## src/rtl/usb_reg_arbiter.sv

```systemverilog
// Round-robin arbiter sharing the ULPI register port among NUM_REQ requesters, one access in flight, with timeout.
// Latency: req_en->reg_en 1 cycle, reg_rdy->req_rdy 1 cycle; requesters are stalled by holding req_en until their req_rdy.
module usb_reg_arbiter #(
   parameter int NUM_REQ = 2,
   parameter int TIMEOUT = 1024
) (
   input  logic                 clk,
   input  logic                 rst_n,
   input  logic [NUM_REQ-1:0]   req_en,
   input  logic [NUM_REQ-1:0]   req_we,
   input  logic [8*NUM_REQ-1:0] req_addr,
   input  logic [8*NUM_REQ-1:0] req_din,
   output logic [NUM_REQ-1:0]   req_rdy,
   output logic [NUM_REQ-1:0]   req_err,
   output logic [7:0]           req_dout,
   output logic                 reg_en,
   output logic                 reg_we,
   output logic [7:0]           reg_addr,
   output logic [7:0]           reg_din,
   input  logic                 reg_rdy,
   input  logic [7:0]           reg_dout
);

   localparam int GW = $clog2(NUM_REQ);
   localparam int TW = (TIMEOUT > 1) ? $clog2(TIMEOUT) : 1;
   localparam bit TO_EN = (TIMEOUT != 0);
   localparam logic [TW-1:0] T_LAST = TW'((TIMEOUT > 0) ? TIMEOUT - 1 : 0);

   typedef enum logic [1:0] {S_IDLE, S_ACCESS, S_HOLD} state_t;

   state_t             state_q, state_d;
   logic [GW-1:0]      grant_q, grant_d;
   logic [GW-1:0]      last_grant_q, last_grant_d;
   logic [TW-1:0]      timer_q, timer_d;
   logic               reg_en_q, reg_en_d;
   logic               reg_we_q, reg_we_d;
   logic [7:0]         reg_addr_q, reg_addr_d;
   logic [7:0]         reg_din_q, reg_din_d;
   logic [7:0]         req_dout_q, req_dout_d;
   logic [NUM_REQ-1:0] req_rdy_q, req_rdy_d;
   logic [NUM_REQ-1:0] req_err_q, req_err_d;

   logic               win_vld;
   logic [GW-1:0]      win_idx;
   logic [GW:0]        cand;
   logic               win_we;
   logic [7:0]         win_addr;
   logic [7:0]         win_din;

   // Walk from farthest to nearest after last_grant so the nearest requester overrides.
   always_comb begin
      win_vld = 1'b0;
      win_idx = '0;
      cand    = '0;
      for (int k = NUM_REQ; k >= 1; k--) begin
         cand = {1'b0, last_grant_q} + (GW+1)'(k);
         if (cand >= (GW+1)'(NUM_REQ)) begin
            cand = cand - (GW+1)'(NUM_REQ);
         end
         if (req_en[cand[GW-1:0]]) begin
            win_vld = 1'b1;
            win_idx = cand[GW-1:0];
         end
      end
   end

   always_comb begin
      win_we   = 1'b0;
      win_addr = '0;
      win_din  = '0;
      for (int i = 0; i < NUM_REQ; i++) begin
         if (win_idx == GW'(i)) begin
            win_we   = req_we[i];
            win_addr = req_addr[8*i +: 8];
            win_din  = req_din[8*i +: 8];
         end
      end
   end

   always_comb begin
      state_d      = state_q;
      grant_d      = grant_q;
      last_grant_d = last_grant_q;
      timer_d      = timer_q;
      reg_en_d     = reg_en_q;
      reg_we_d     = reg_we_q;
      reg_addr_d   = reg_addr_q;
      reg_din_d    = reg_din_q;
      req_dout_d   = req_dout_q;
      req_rdy_d    = '0;
      req_err_d    = '0;
      case (state_q)
         S_IDLE: begin
            if (win_vld) begin
               grant_d    = win_idx;
               reg_en_d   = 1'b1;
               reg_we_d   = win_we;
               reg_addr_d = win_addr;
               reg_din_d  = win_din;
               timer_d    = '0;
               state_d    = S_ACCESS;
            end
         end
         S_ACCESS: begin
            timer_d = timer_q + TW'(1);
            // A completion on the final timeout cycle is still a normal completion.
            if (reg_rdy) begin
               reg_en_d     = 1'b0;
               req_dout_d   = reg_we_q ? 8'h00 : reg_dout;
               last_grant_d = grant_q;
               state_d      = S_HOLD;
               for (int i = 0; i < NUM_REQ; i++) begin
                  req_rdy_d[i] = (grant_q == GW'(i));
               end
            end else if (TO_EN && (timer_q == T_LAST)) begin
               reg_en_d     = 1'b0;
               req_dout_d   = 8'h00;
               last_grant_d = grant_q;
               state_d      = S_HOLD;
               for (int i = 0; i < NUM_REQ; i++) begin
                  req_rdy_d[i] = (grant_q == GW'(i));
                  req_err_d[i] = (grant_q == GW'(i));
               end
            end
         end
         S_HOLD: begin
            state_d = S_IDLE;
         end
         default: begin
            state_d = S_IDLE;
         end
      endcase
   end

   always_ff @(posedge clk or negedge rst_n) begin
      if (!rst_n) begin
         state_q      <= S_IDLE;
         grant_q      <= '0;
         last_grant_q <= GW'(NUM_REQ - 1);
         timer_q      <= '0;
         reg_en_q     <= 1'b0;
         reg_we_q     <= 1'b0;
         reg_addr_q   <= '0;
         reg_din_q    <= '0;
         req_dout_q   <= '0;
         req_rdy_q    <= '0;
         req_err_q    <= '0;
      end else begin
         state_q      <= state_d;
         grant_q      <= grant_d;
         last_grant_q <= last_grant_d;
         timer_q      <= timer_d;
         reg_en_q     <= reg_en_d;
         reg_we_q     <= reg_we_d;
         reg_addr_q   <= reg_addr_d;
         reg_din_q    <= reg_din_d;
         req_dout_q   <= req_dout_d;
         req_rdy_q    <= req_rdy_d;
         req_err_q    <= req_err_d;
      end
   end

   assign reg_en   = reg_en_q;
   assign reg_we   = reg_we_q;
   assign reg_addr = reg_addr_q;
   assign reg_din  = reg_din_q;
   assign req_rdy  = req_rdy_q;
   assign req_err  = req_err_q;
   assign req_dout = req_dout_q;

endmodule

```

## config.mk

```make
export PLATFORM = sky130hd
export DESIGN_NAME = usb_reg_arbiter
export DESIGN_NICKNAME = d
export VERILOG_FILES = /design/src/rtl/usb_reg_arbiter.sv
export SDC_FILE = /design/constraint.sdc
export NUM_CORES = 1
export LEC_CHECK = 0
export ABC_AREA = 1
export CAP_MARGIN = 20
export CORE_MARGIN = 2
export CORE_UTILIZATION = 40
export DETAILED_ROUTE_END_ITERATION = 16
export PLACE_DENSITY = 0.84
export SLEW_MARGIN = 20
export SYNTH_ARGS = -nofsm -noshare
export SYNTH_HDL_FRONTEND = slang
export SYNTH_SLANG_ARGS = --single-unit
```

## constraint.sdc

```tcl
create_clock -name clk -period 3 [get_ports clk]
set_input_delay 0.6 -clock clk [delete_from_list [all_inputs] [get_ports clk]]
set_output_delay 0.6 -clock clk [all_outputs]
set_load 0.01 [all_outputs]
```

### Yosys cells after proc, flatten, opt, wreduce, memory -nomap -nowiden

Cells that the tools add are included.

* register bits after elaboration: 44
* bits of input ports: 47
* output and inout port bits: 30
* word-level logic and storage cells: 66

* $add $sub $neg: 5
* $lt $le $gt $ge: 4
* equality and inequality tests: 4
* multiplexer cells: 33
* bitwise logic cells: 1
* reductions and logical operators: 8

Operator list (count)
* $mux W8: 5
* $pmux W10 S2: 1
* $mux W1: 16
* $mux W2: 8
* $add A10 B1 Y10 const B: 1
* $eq A10 B10 Y1 const B: 1
* $mux W10: 1
* $reduce_and A2 Y1: 4
* $ge A2 B2 Y1 const B: 2
* $lt A1 B2 Y1 const B: 2
* $pmux W2 S2: 1
* $reduce_bool A2 Y1: 2
* $ne A3 B3 Y1 const B: 1
* $reduce_and A3 Y1: 1
* $add A1 B1 Y2 const B: 1
* $add A1 B2 Y2 const B: 1
* $eq A2 B1 Y1 const B: 1
* $logic_not A2 Y1: 1
* $ne A2 B2 Y1 const B: 1
* $pmux W1 S2: 1
* $sub A1 B1 Y1 const B: 2
* $not A1 Y1: 1

### Logic depth before layout (Yosys ltp)

Gate-level depths: netlist of run 1.

* word-level depth: 9
* depth in mapped cells: 9
* mapped depth without buffers: 8

### Worst setup path after synthesis of run 1

Ideal clock, no wire load.

* path type: in2reg
* from: input req_en[0]
* to: register reg_we_q (netlist: reg_we)
* library setup time: 0.127 ns
* arrival time: 1.233 ns
* data required time: 2.873 ns
* slack: 1.641 ns
* stages: 6
* path buffers: 1
* cell sequence: nand2_1 > nand2_2 > inv_1 > clkbuf_2 > o21ai_0 > o22ai_1

* longest elaborated chain between the ends: 5
* elaborated cells between the ends (all ways): 10
* those cells by class: mux: 9; reduce/logical: 1

Ends and longest elaborated chain
* from (decl): line 9 `input logic [NUM_REQ-1:0] req_en,`
* $mux W1 (implied by the code) (2 in a row): line 60 `if (req_en[cand[GW-1:0]]) begin`
* $mux W1 (2 in a row): line 60
* $mux W1 or $reduce_and A2 Y1 (tied branches)
* to (signal assigned): line 154 `reg_we_q <= reg_we_d;`
* to (decl): line 36 `logic reg_we_q, reg_we_d;`

Parallel ways exist; a longest one is shown, timed or not. The select of a mux whose other input is x is not followed.
A chain may end at the register's enable or synchronous reset.

### Worst setup path in the final report of run 1

Same ends and word-level chain as after synthesis.

==> results of run 1 <==
[flip-flops by register name, summed over array words and instances (netlist names)]
register and cells:
req_rdy 2, grant_q 1, reg_addr 8, reg_din 8, req_dout 8, timer_q 10
last_grant_q 1, reg_en 1, req_err 2, state_q 2, reg_we 1
[stage by stage]
step,area [um2],hold WS [ps]
global route,2850,502
finish,2850,433
CTS,2850,471
floorplan,1970,304
global placement,2740,454
detailed placement,2740,462
[final cells by class]
| type | instances | area, um2 |
|---|---|---|
| clock buffers | 5 | 68.8 |
| clock inverters | 3 | 42.5 |
| well taps | 67 | 83.8 |
| inverters | 15 | 56.3 |
| fillers | 409 | 1870 |
| flip-flops and latches | 44 | 1100 |
| repair buffers | 76 | 756 |
| multi-input cells | 159 | 743 |
[logic make-up (layout without fill, tap and decap cells)]
family          Yosys count  count (layout)  share of synthesized area (%)
simple gates            114             114                           25.9
compound gates           44              44                           11.3
flops                    44              44                           56.1
buf+inv                  24              99                           6.11
fa+ha+maj                 1               1                          0.636
[layout by cell type (no fill, tap or decap), types with 2 or more instances in the layout]
cell type and count:
clkdlybuf4s50_1 75, nand2_1 53, dfrtp_1 43, nor2_1 29
o21ai_0 24, o21ai_1 15, inv_1 12, nand3_1 9
nand4_1 9, nand2_2 6, clkbuf_8 5, a21oi_1 4
nor2_4 2, inv_2 2, nor3_1 2
[critical path, delay by kind of cell]
| kind | cells | cell delay [ps] |
|---|---|---|
| buffers and inverters | 2 | 810 |
| and+or+nand+nor | 2 | 350 |
| AOI/OAI and AO/OA | 2 | 370 |
[power by group through the flow]
stage	logic [uW]	clock network (uW)	registers, uW
finish	1060	451	958
global route	1180	481	984
CTS	1070	460	959
detailed placement	1060	0	968
global placement	1040	0	962
floorplan	474	0	1040
[path summary, 6_finish.rpt]
path	from	endpoint	slack, ps	cells after the start
worst min register to register	req_dout[3]$_DFFE_PN0P_	req_dout[3]$_DFFE_PN0P_	480	2
worst max register to register	last_grant_q$_DFFE_PN1P_	reg_we$_DFFE_PN0P_	1270	5
worst min-delay path	rst_n	reg_din[1]$_DFFE_PN0P_	430	1
min in group clk	req_dout[3]$_DFFE_PN0P_	req_dout[3]$_DFFE_PN0P_	480	2
worst max-delay path	req_en[0]	reg_we$_DFFE_PN0P_	1050	6
max in group asynchronous	rst_n	reg_addr[1]$_DFFE_PN0P_	1960	1
[per-layer routing]
metal	track usage (%)	vias to the layer above
li1	-	891
met1	21.7	856
met2	31.6	54
met3	7.59	8
met4	6.06	0
met5	0	-
==> metrics, run 1 <==
final worst slack=between 1000 and 1500 ps; biggest cell delay along the critical path=480 ps; synth unique cells=26; met3 wire length=343 um; register area share after synthesis=56.1%; Yosys top cell by area=dfrtp_1; Post-synth EDFFs=0; core footprint=about 4700 um2; DP HPWL=between 3000 and 4000 um; CP required=3170 ps; initial antenna violation count=0; CTS resizes=0; Final Power=2470 uW; largest cells by area after synthesis=dfrtp_1 (55%), nand2_1 (10%), o21ai_0 (6.1%), nor2_1 (5.5%), o21ai_1 (3.8%); Max Fclk=513 MHz; wirelength, routed=4680 um; flops & latches, synth=44; drt drc=0; VDD IR-drop max=between 400 and 500 uV; Die Y-Extent=74.1 um; crit path cell chain=clkdlybuf4s50_1, nand2_1, nand2_2, inv_1, o21ai_0, o22ai_1; pre-CTS setup slack=753 ps; RSZ-0062 raised after global routing=false; final setup TNS=0 ps; final core occ=60.4%; combinational power share=42.9%; Placed Instances=361; Via density=approximately 5; clk sinks=44; Mapped Cells=227; Clock power frac=a little under a fifth; Yosys warnings=0; Row Count=25; Setup Skew=between 10 and 15 ps; endpoints failing hold=0; commonest cells in the netlist=nand2_1 (53), dfrtp_1 (43), nor2_1 (29); hold buffer count at cts=0; H-tree depth=2; sequential cell fraction of total power=~39%; Routed WL per cell=approximately 13 um; Tcrit/Tclk final=65.0%; min Tclk post-route=1950 ps; wl on met1=roughly 1900 um; status=complete, no violations; total CTS buffers=5; Initial Util=41.6%; wire length on met2=2330 um; count leader, synth=nand2_1; post-CTS setup buffers=0; vias=1,809; Power Internal=1580 uW; measured slew at the worst slew-check pin=approximately 950 ps; IO Count=77; pwr dens=865 nW/um2; CTS Root Cell=clkbuf_8; Overflow after GRT=0; Synth Flop Type=dfrtp_1; syn avg cell area=8.66 um2; Post-Syn Area=1970 um2; P&R area growth vs syn=45.1%; Pleak=approximately 0.0013 uW; share of cells above drive strength 1=around 7.3%; Max-Cap Viols=0; antenna cell count=0; final setup fails=0; die outline width=74.1 um; router iterations before antenna repair=5; Critical-path top delay cell=clkdlybuf4s50_1; Crit Path Class=in2reg; max_slew headroom=between 30% and 40%; Post-DRT Antenna Nets=0; Reg clk slew, reported paths=~90 ps; Slew Viols, Final=0; Finished Layout Cells=369; Tot GR Track Use=18.7%; Switch Pwr=890 uW; HP Class=in2async; DR iter-0 viols=around 120; CTS max path bufs=2; Die ar.=approximately 5500 um2; post-synthesis async set-or-reset flop share=100%; max layer used=met4; syn nets=approximately 280; global-route wire length before repair=roughly 7800 um; Nets=349; post-synth top area share=a little over half; CTS tree=yes; placer congestion estimate=0.835; vias in the first global route=1,755; sw frac=a little over a third; Crit. End Element=register; # port buffers=76; largest net degree at the start of global routing=45; crit start category=input port; Arr. time, crit path=between 2000 and 2500 ps; Crit Path Max Fanout=18; later-pin clock latency in the skew report=300 ps
No activity file was read; power rests on OpenSTA's default activity.
==> inputs of run 2 (changes only) <==
==> constraint.sdc (replaced) <==
create_clock -name clk -period 2 [get_ports clk]
set_input_delay 0.4 -clock clk [delete_from_list [all_inputs] [get_ports clk]]
set_output_delay 0.4 -clock clk [all_outputs]
set_load 0.01 [all_outputs]
==> run 2 against run 1 <==
Net effect:
- sequential share of layout area fell by 0.60 points
- total power rose by 54%
- sequential power rose by 52%
- first-iteration DRC count fell by 29%
- register-to-register slack got worse by 790 ps
- core utilization rose by 0.95 points
- critical path type is now reg2out
- critical endpoint is now req_dout[5]
- largest cell class unchanged
- highest routed layer unchanged
==> metrics, run 2 (synthesis gave the netlist of run 1 again) <==
Critical-path top delay cell=clkdlybuf4s50_1 (unchanged); Via density=4.84 (was 4.90); Clock power frac=19.3% (was 18.3%); largest net degree at the start of global routing=45 (unchanged); RR Startpoint=timer_q[0]$_DFFE_PN0P_ (was last_grant_q$_DFFE_PN1P_); Reg clk slew, reported paths=80 ps (was 90 ps); Crit. End Element=primary output (was register); Final Power=3790 uW (was 2470 uW); crit path cell chain=clkdlybuf4s50_1 (was clkdlybuf4s50_1, nand2_1, nand2_2, inv_1, o21ai_0, o22ai_1); CTS Root Cell=clkbuf_8 (unchanged); Switch Pwr=1340 uW (was 890 uW); placer congestion estimate=0.800 (was 0.835); Pleak=0.00129 uW (was 0.00126 uW); Overflow after GRT=0 (unchanged); Worst path top cell family by delay=buffers and inverters (unchanged); IO Count=77 (unchanged); Slew Viols, Final=0 (unchanged); Die ar.=5490 um2 (unchanged); sequential cell fraction of total power=38.5% (was 38.8%); Initial Util=41.6% (unchanged); commonest non-fill, non-tap cell in the layout=clkdlybuf4s50_1 (unchanged); max FFs per register=10 (unchanged); endpoints failing hold=0 (unchanged); die outline width=74.1 um (unchanged); global-route wire length before repair=7870 um (was 7760 um); Die Y-Extent=74.1 um (unchanged); antenna cell count=0 (unchanged); wirelength, routed=4830 um (was 4680 um); CP required=1600 ps (was 3170 ps); Arr. time, crit path=1240 ps (was 2120 ps); Tot GR Track Use=19.1% (was 18.7%); CTS tree=yes (unchanged); initial antenna violation count=0 (unchanged); P&R area growth vs syn=47.4% (was 45.1%); biggest cell delay along the critical path=570 ps (was 480 ps); core footprint=4720 um2 (unchanged); router iterations before antenna repair=4 (was 5); DR iter-0 viols=87 (was 122); combinational power share=42.2% (was 42.9%); DP HPWL=3540 um (was 3320 um); CP bufs+invs=1 (was 2); worst setup path start=req_dout[5]$_DFFE_PN0P_ (was req_en[0]); H-tree depth=2 (unchanged); crit start category=register (was input port); Routed WL per cell=13.0 um (was 12.7 um); most frequent cells in the layout=clkdlybuf4s50_1 (75), nand2_1 (53), dfrtp_1 (43), nor2_1 (29), o21ai_0 (24) (unchanged); Max Fclk=609 MHz; HP Class=in2async (unchanged); Row Count=25 (unchanged); final setup TNS=0 ps (unchanged); Crit Path Class=reg2out (was in2reg); Tcrit/Tclk final=between 80% and 90%; measured slew at the worst slew-check pin=528 ps (was 946 ps); total CTS buffers=5 (unchanged); clk sinks=44 (unchanged); Setup Skew=6.59 ps (was 12.8 ps); later-pin clock latency in the skew report=300 ps (about the same); min Tclk post-route=~1600 ps; pwr dens=1310 nW/um2 (was 865 nW/um2); CTS max path bufs=2 (unchanged); vias=1,806 (was 1,809); Nets=353 (was 349); status=complete, no violations (unchanged); Post-DRT Antenna Nets=0 (unchanged); sw frac=35.2% (was 36.1%); RSZ-0062 raised after global routing=false (unchanged); VDD IR-drop max=707 uV (was 447 uV); post-CTS setup buffers=0 (unchanged); share of cells above drive strength 1=8.50% (was 7.28%); Layout fillers=402 (was 409); CTS resizes=0 (unchanged); Power Internal=2460 uW (was 1580 uW); Max-Cap Viols=0 (unchanged); Crit Path Max Fanout=2 (was 18); # port buffers=76 (unchanged); final core occ=61.4% (was 60.4%); drt drc=0 (unchanged); max_slew headroom=64.8% (was 36.9%); vias in the first global route=1,790 (was 1,755); final setup fails=0 (unchanged); hold buffer count at cts=0 (unchanged); Largest Register=timer_q (unchanged)
[run 2: cell types whose count changed in the layout (fill, tap and decap cells not counted)]
cell	delta
clkinv_2	-1
clkbuf_8	+2
clkinvlp_4	-1
buf_4	+4
[run 2: layout make-up]
| class | count | area (um2) | share of cell area, % |
|---|---|---|---|
| tap | 67 | 83.8 | 2.89 |
| sequential | 44 | 1100 | 38.0 |
| inverter | 15 | 56.3 | 1.94 |
| multi-input combinational | 159 | 743 | 25.6 |
| clock buffer | 7 | 96.3 | 3.32 |
| timing repair buffer | 80 | 786 | 27.1 |
| clock inverter | 1 | 30.0 | 1.04 |
[run 2: power by group through the flow]
stage | Sequential [uW] | Clock [uW] | Combinational, uW
6_report | 1460 | 733 | 1600
3_5_place_dp | 1460 | 0 | 1620
5_1_grt | 1500 | 790 | 1750
2_1_floorplan | 1560 | 0 | 712
3_3_place_gp | 1460 | 0 | 1570
4_1_cts | 1450 | 748 | 1620
[run 2: worst paths after layout]
kind	depth (start not counted)	slack, ps	end
worst max-delay path	1	360	req_dout[5]
worst min-delay path	2	170	timer_q[2]$_DFFE_PN0P_
worst max register to register	8	480	reg_en$_DFFE_PN0P_
worst min register to register	2	480	req_dout[2]$_DFFE_PN0P_
max in group asynchronous	2	1470	last_grant_q$_DFFE_PN1P_
min in group clk	2	480	req_dout[2]$_DFFE_PN0P_
[run 2: routing by layer]
metal	global-route usage, %	part of all wire [%]	up-vias	wire (um)
li1	-	-	896	-
met4	7.68	2.3	0	110
met3	7.05	5.4	10	260
met2	30.8	50	47	2420
met1	23.5	42	853	2040
met5	0	0	-	0
[run 2: through the flow]
| stage | instances | cell area [um2] | setup WS [ps] | hold slack (ps) |
|---|---|---|---|---|
| 2_1_floorplan | 227 | 1970 | 697 | 104 |
| 3_3_place_gp | 365 | 2770 | 273 | 461 |
| 3_5_place_dp | 365 | 2770 | 198 | 462 |
| 4_1_cts | 373 | 2900 | 347 | 180 |
| 5_1_grt | 373 | 2900 | 309 | 216 |
| 6_report | 373 | 2900 | 359 | 170 |
